--- src/rtl/piso_serializer_if.sv ---
// Handshake bundle for piso_serializer: parallel words in on one valid/ready
// pair, serial slices out on a second.
interface piso_serializer_if #(
  parameter int SIZE_DATA_IN  = 8,
  parameter int SIZE_DATA_OUT = 1
);
  logic [SIZE_DATA_IN-1:0]  i_data;
  logic                     i_valid;
  logic                     o_ready;
  logic [SIZE_DATA_OUT-1:0] o_data;
  logic                     o_valid;
  logic                     i_ready;
  logic                     o_last;
  logic                     o_busy;

  modport slave (
    input  i_data, i_valid, i_ready,
    output o_ready, o_data, o_valid, o_last, o_busy
  );

  modport master (
    output i_data, i_valid, i_ready,
    input  o_ready, o_data, o_valid, o_last, o_busy
  );
endinterface

--- src/rtl/piso_serializer.sv ---
// Parallel-in/serial-out serializer, LSB slice first, with a one-word pending
// buffer so back-to-back words stream without bubbles.
module piso_serializer #(
  parameter int SIZE_DATA_IN  = 8,
  parameter int SIZE_DATA_OUT = 1
) (
  input  logic                  i_clk,
  input  logic                  i_rst_n,
  input  logic                  i_flush,
  piso_serializer_if.slave      bus
);
  localparam int DEPTH = SIZE_DATA_IN / SIZE_DATA_OUT;
  localparam int CNT_W = $clog2(DEPTH);
  localparam logic [CNT_W-1:0] LAST_CNT = CNT_W'(DEPTH - 1);

  typedef enum logic [1:0] {EMPTY, SHIFT, FULL} state_t;

  state_t                   r_state, w_state_nxt;
  logic [CNT_W-1:0]         r_cnt, w_cnt_nxt;
  logic [SIZE_DATA_IN-1:0]  r_active, w_active_nxt;
  logic [SIZE_DATA_IN-1:0]  r_pending, w_pending_nxt;

  logic                     w_valid;
  logic                     w_ready;
  logic                     w_accept;
  logic                     w_send;
  logic                     w_last_send;
  logic [SIZE_DATA_OUT-1:0] w_slice;

  // Handshake outputs come from state alone, so o_ready has no path from i_valid/i_ready.
  assign w_valid     = (r_state != EMPTY);
  assign w_ready     = (r_state != FULL);
  assign w_accept    = bus.i_valid & w_ready;
  assign w_send      = w_valid & bus.i_ready;
  assign w_last_send = w_send & (r_cnt == LAST_CNT);
  assign w_slice     = SIZE_DATA_OUT'(r_active >> (int'(r_cnt) * SIZE_DATA_OUT));

  assign bus.o_valid = w_valid;
  assign bus.o_ready = w_ready;
  assign bus.o_busy  = w_valid;
  assign bus.o_last  = w_valid & (r_cnt == LAST_CNT);
  assign bus.o_data  = w_valid ? w_slice : '0;

  always_comb begin
    w_state_nxt   = r_state;
    w_cnt_nxt     = r_cnt;
    w_active_nxt  = r_active;
    w_pending_nxt = r_pending;

    // Explicit wrap compare keeps non-power-of-two DEPTH correct.
    if (w_send) begin
      w_cnt_nxt = (r_cnt == LAST_CNT) ? '0 : r_cnt + 1'b1;
    end

    case (r_state)
      EMPTY: begin
        if (w_accept) begin
          w_active_nxt = bus.i_data;
          w_cnt_nxt    = '0;
          w_state_nxt  = SHIFT;
        end
      end
      SHIFT: begin
        if (w_last_send && w_accept) begin
          w_active_nxt = bus.i_data;
        end else if (w_last_send) begin
          w_state_nxt = EMPTY;
        end else if (w_accept) begin
          w_pending_nxt = bus.i_data;
          w_state_nxt   = FULL;
        end
      end
      FULL: begin
        if (w_last_send) begin
          w_active_nxt = r_pending;
          w_state_nxt  = SHIFT;
        end
      end
      default: w_state_nxt = EMPTY;
    endcase

    // Flush discards both words and any transfer seen this cycle.
    if (i_flush) begin
      w_state_nxt   = EMPTY;
      w_cnt_nxt     = '0;
      w_active_nxt  = '0;
      w_pending_nxt = '0;
    end
  end

  always_ff @(posedge i_clk or negedge i_rst_n) begin
    if (!i_rst_n) begin
      r_state   <= EMPTY;
      r_cnt     <= '0;
      r_active  <= '0;
      r_pending <= '0;
    end else begin
      r_state   <= w_state_nxt;
      r_cnt     <= w_cnt_nxt;
      r_active  <= w_active_nxt;
      r_pending <= w_pending_nxt;
    end
  end
endmodule

--- src/flat_wrapper.sv ---
// flat-port wrapper written by rule: the top's interface ports become plain ports
module piso_serializer_flat 
#(
  parameter int SIZE_DATA_IN  = 8,
  parameter int SIZE_DATA_OUT = 1
)
  (i_clk, i_rst_n, i_flush, bus_i_data, bus_i_valid, bus_i_ready, bus_o_ready, bus_o_data, bus_o_valid, bus_o_last, bus_o_busy);
  piso_serializer_if #(.SIZE_DATA_IN(SIZE_DATA_IN), .SIZE_DATA_OUT(SIZE_DATA_OUT)) bus_i ();
  input  logic i_clk;
  input  logic i_rst_n;
  input  logic i_flush;
  input wire logic [$bits(bus_i.i_data)-1:0] bus_i_data;
  input wire logic [$bits(bus_i.i_valid)-1:0] bus_i_valid;
  input wire logic [$bits(bus_i.i_ready)-1:0] bus_i_ready;
  output wire logic [$bits(bus_i.o_ready)-1:0] bus_o_ready;
  output wire logic [$bits(bus_i.o_data)-1:0] bus_o_data;
  output wire logic [$bits(bus_i.o_valid)-1:0] bus_o_valid;
  output wire logic [$bits(bus_i.o_last)-1:0] bus_o_last;
  output wire logic [$bits(bus_i.o_busy)-1:0] bus_o_busy;
  assign bus_i.i_data = bus_i_data;
  assign bus_i.i_valid = bus_i_valid;
  assign bus_i.i_ready = bus_i_ready;
  assign bus_o_ready = bus_i.o_ready;
  assign bus_o_data = bus_i.o_data;
  assign bus_o_valid = bus_i.o_valid;
  assign bus_o_last = bus_i.o_last;
  assign bus_o_busy = bus_i.o_busy;
  piso_serializer #(.SIZE_DATA_IN(SIZE_DATA_IN), .SIZE_DATA_OUT(SIZE_DATA_OUT)) u_core (.i_clk(i_clk), .i_rst_n(i_rst_n), .i_flush(i_flush), .bus(bus_i));
endmodule
--- config.mk ---
export PLATFORM = sky130hd
export DESIGN_NAME = piso_serializer_flat
export DESIGN_NICKNAME = d
export VERILOG_FILES = /design/src/rtl/piso_serializer_if.sv /design/src/rtl/piso_serializer.sv /design/src/flat_wrapper.sv
export SDC_FILE = /design/constraint.sdc
export NUM_CORES = 1
export LEC_CHECK = 0
export ABC_AREA = 1
export ABC_CLOCK_PERIOD_IN_PS = 2200
export BUFFER_PORTS_ARGS = -buffer_cell sky130_fd_sc_hd__buf_2
export CORE_MARGIN = 2
export CORE_UTILIZATION = 45
export CTS_BUF_LIST = sky130_fd_sc_hd__clkbuf_8 sky130_fd_sc_hd__clkbuf_16
export DETAILED_ROUTE_END_ITERATION = 8
export HOLD_SLACK_MARGIN = 0.1
export PLACE_DENSITY = 0.65
export SLEW_MARGIN = 10
export SYNTH_ARGS = -nofsm -noshare
export SYNTH_HDL_FRONTEND = slang
export SYNTH_SLANG_ARGS = --single-unit
--- constraint.sdc ---
create_clock -name i_clk -period 2.2 [get_ports i_clk]
set_clock_uncertainty 0.15 [all_clocks]
set_input_delay 0.22 -clock i_clk [delete_from_list [all_inputs] [get_ports i_clk]]
set_output_delay 0.22 -clock i_clk [all_outputs]
set_load 0.01 [all_outputs]
==> impl_metrics.env <==
export IMPL_final_nets=198
export IMPL_relSlewSlack_pct=69.32
export IMPL_critPathLaunchType="flop"
export IMPL_grt_usage_pct=17.05
export IMPL_vias=1080
export IMPL_clk_path_buf_depth=2
export IMPL_ys_ff_latch=21
export IMPL_period_share_pct=83.18
export IMPL_drv_slew=0
export IMPL_cts_buffers=3
export IMPL_clkLatencyLatePin_ns=0.26
export IMPL_grt_pass1_vias=1006
export IMPL_ys_async_sr_fraction_pct=100.0
export IMPL_drive_gt1_share_pct=20.88
export IMPL_n_antenna_cell=0
export IMPL_synthCells=155
export IMPL_dpl_instance_area_mm2=0.001316
export IMPL_start_util_pct=48.26
export IMPL_syn_nets=170
export IMPL_ys_flop_type="dfrtp_1"
export IMPL_routed_wl_um=2445
export IMPL_netlist_area_leader_share_pct=43.17
export IMPL_synthesis_area_mm2=0.001217
export IMPL_io_pins=18
export IMPL_final_area_mm2=0.001453
export IMPL_viasPerCell=5.094
export IMPL_status="finished, final reports clean"
export IMPL_post_drt_wl_per_cell_um=11.53
export IMPL_die_w_um=56.02
export IMPL_synth_edf_count=0
export IMPL_final_setup_viol_count=0
export IMPL_cts_tree="built"
export IMPL_cts_sinks=21
export IMPL_ys_seq_area_share_pct=43.17
export IMPL_cp_arrival_ns=1.83
export IMPL_rows=18
export IMPL_hold_path_class="in -> reg"
export IMPL_cts_root_buf="clkbuf_8"
export IMPL_leakagePower_nw=0.7229
export IMPL_rsz0062_at_grt="no"
export IMPL_htreeDepth=1
export IMPL_dp_final_hpwl_um=1857
export IMPL_critPathKind="reg -> reg"
export IMPL_yosysTopAreaCell="dfrtp_1"
export IMPL_die_h_um=56.02
export IMPL_grt_overflow=0
export IMPL_cap_violations=0
export IMPL_ant_nets=0
export IMPL_drt_iter0_drc=27
export IMPL_clk_pin_slew_ns=0.08
export IMPL_drc=0
export IMPL_worst_slew_pin_slew_ns=0.4602
export IMPL_grt_max_degree=22
export IMPL_ys_types=22
export IMPL_syn_area_per_cell_um2=7.854
export IMPL_critPathMaxFanout=9
export IMPL_antenna_found_initial=0
export IMPL_io_buffers=17
export IMPL_yosys_top_cells_area="dfrtp_1 (43%), nand2_1 (10%), o21ai_0 (7.8%)"
export IMPL_crit_path_end_kind="flop"
export IMPL_hold_viol_final=0
export IMPL_core_area_mm2=0.002522
export IMPL_setup_tns_final_ns=0
export IMPL_period_needed_ns=1.830
export IMPL_dr_pass1_iters=4
export IMPL_p_per_area_mw_per_mm2=712.1
export IMPL_grt_pass1_wl_um=4333
export IMPL_die_area_mm2=0.003138
export IMPL_place_congestion=0.7847
export IMPL_vdd_drop_max_mv=0.5039
export IMPL_timing_fmax_ghz=0.5465
export IMPL_area_delta_synth_final_pct=19.32
export IMPL_yosys_warnings=0
export IMPL_critPathRequiredTime_ns=2.20
==> critical path, stage by stage (launching register included) <==
cell	delay, ns
dfrtp_1	0.44
ha_1	0.18
ha_1	0.21
inv_1	0.08
nor3_1	0.21
nand3_2	0.11
nand2_4	0.13
nand2_4	0.09
nand2_1	0.06
nand2_1	0.05
==> cells in the mapped netlist (2+ instances only) <==
master,instances
nand2_1,33
dfrtp_1,21
o21ai_0,19
nor2_1,16
inv_1,14
nand3_1,10
a21oi_1,8
nand2_4,6
nor3_1,5
nor2_4,4
o21ai_1,4
inv_2,3
ha_1,2
nand2_2,2
==> layer usage <==
layer | share of wire [%] | vias up | GRT usage, %
met5 | 0 | - | 0
met4 | 0.86 | 0 | 5.102
met3 | 2.3 | 2 | 2.791
met2 | 46 | 13 | 27.23
met1 | 51 | 505 | 23.68
li1 | - | 560 | -
==> worst paths after layout <==
check,startpoint,end,slack (ns),cells after the start
setup / recovery,u_core.r_cnt[0],u_core.r_active[3],0.37,9
hold / removal,i_flush,u_core.r_active[0],0.15,4
setup reg to reg,u_core.r_cnt[0],u_core.r_active[3],0.37,9
hold reg to reg,u_core.r_active[2],u_core.r_active[2],0.32,2
max in group asynchronous,i_rst_n,u_core.r_state[1],1.29,2
min in group asynchronous,i_rst_n,u_core.r_active[2],0.29,2
==> cell type report <==
type,count,area (um^2)
Tap cell,30,37.54
Fill cell,239,1070
Timing Repair Buffer,26,175.2
Sequential cell,21,525.5
Multi-Input combinational cell,113,595.6
Clock buffer,3,41.29
Inverter,18,72.57
Clock inverter,1,5.005
==> cells by family (layout without fill, tap and decap cells) <==
group / count (synthesis) / in the layout / share of synthesized area (%)
AOI/OAI and AO/OA: 33 / 33 / 13.98
adders and majority gates: 2 / 2 / 2.055
buffers and inverters: 21 / 48 / 7.913
DFF: 21 / 21 / 43.17
and+or+nand+nor: 78 / 78 / 32.89
==> cell usage in the layout, fill, tap and decap left out, types with 4 or more instances in the layout <==
cell / instances
nand2_1: 33
dfrtp_1: 21
o21ai_0: 19
buf_2: 17
nor2_1: 16
inv_1: 14
nand3_1: 10
dlygate4sd3_1: 9
a21oi_1: 8
nand2_4: 6
nor3_1: 5
nor2_4: 4
o21ai_1: 4
==> power by group <==
| group | total, mW | switching (mW) | internal, mW | leakage (nW) |
|---|---|---|---|---|
| registers | 0.485 | 0.0451 | 0.440 | 0.280 |
| logic | 0.296 | 0.187 | 0.110 | 0.417 |
| clock network | 0.253 | 0.127 | 0.126 | 0.0255 |
==> flip-flops by register name (all words and copies together), names as in the netlist <==
signal / cells
u_core.r_pending: 8
u_core.r_state: 2
u_core.r_cnt: 3
u_core.r_active: 8
==> what timing repair did <==
action | CTS | global route
setup buffers | 0 | 0
endpoints found under the hold margin | 29 | 0
resized for setup | 0 | 0
hold buffers | 9 | 0
==> stage by stage <==
| stage | setup slack (ns) | total power [mW] | hold slack (ns) | utilization, % | cells |
|---|---|---|---|---|---|
| floorplan | 0.5443 | 0.7031 | -0.2256 | - | 155 |
| finish | 0.3701 | 1.034 | 0.1478 | 57.59 | 212 |
| global placement | 0.4211 | 0.7735 | 0.04821 | 52.18 | 199 |
| detailed placement | 0.3911 | 0.7801 | 0.05759 | 52.18 | 199 |
| global route | 0.2308 | 1.110 | 0.1787 | 57.59 | 212 |
| CTS | 0.3677 | 1.044 | 0.1454 | 57.59 | 212 |
Power figures use the tool's default switching activity.
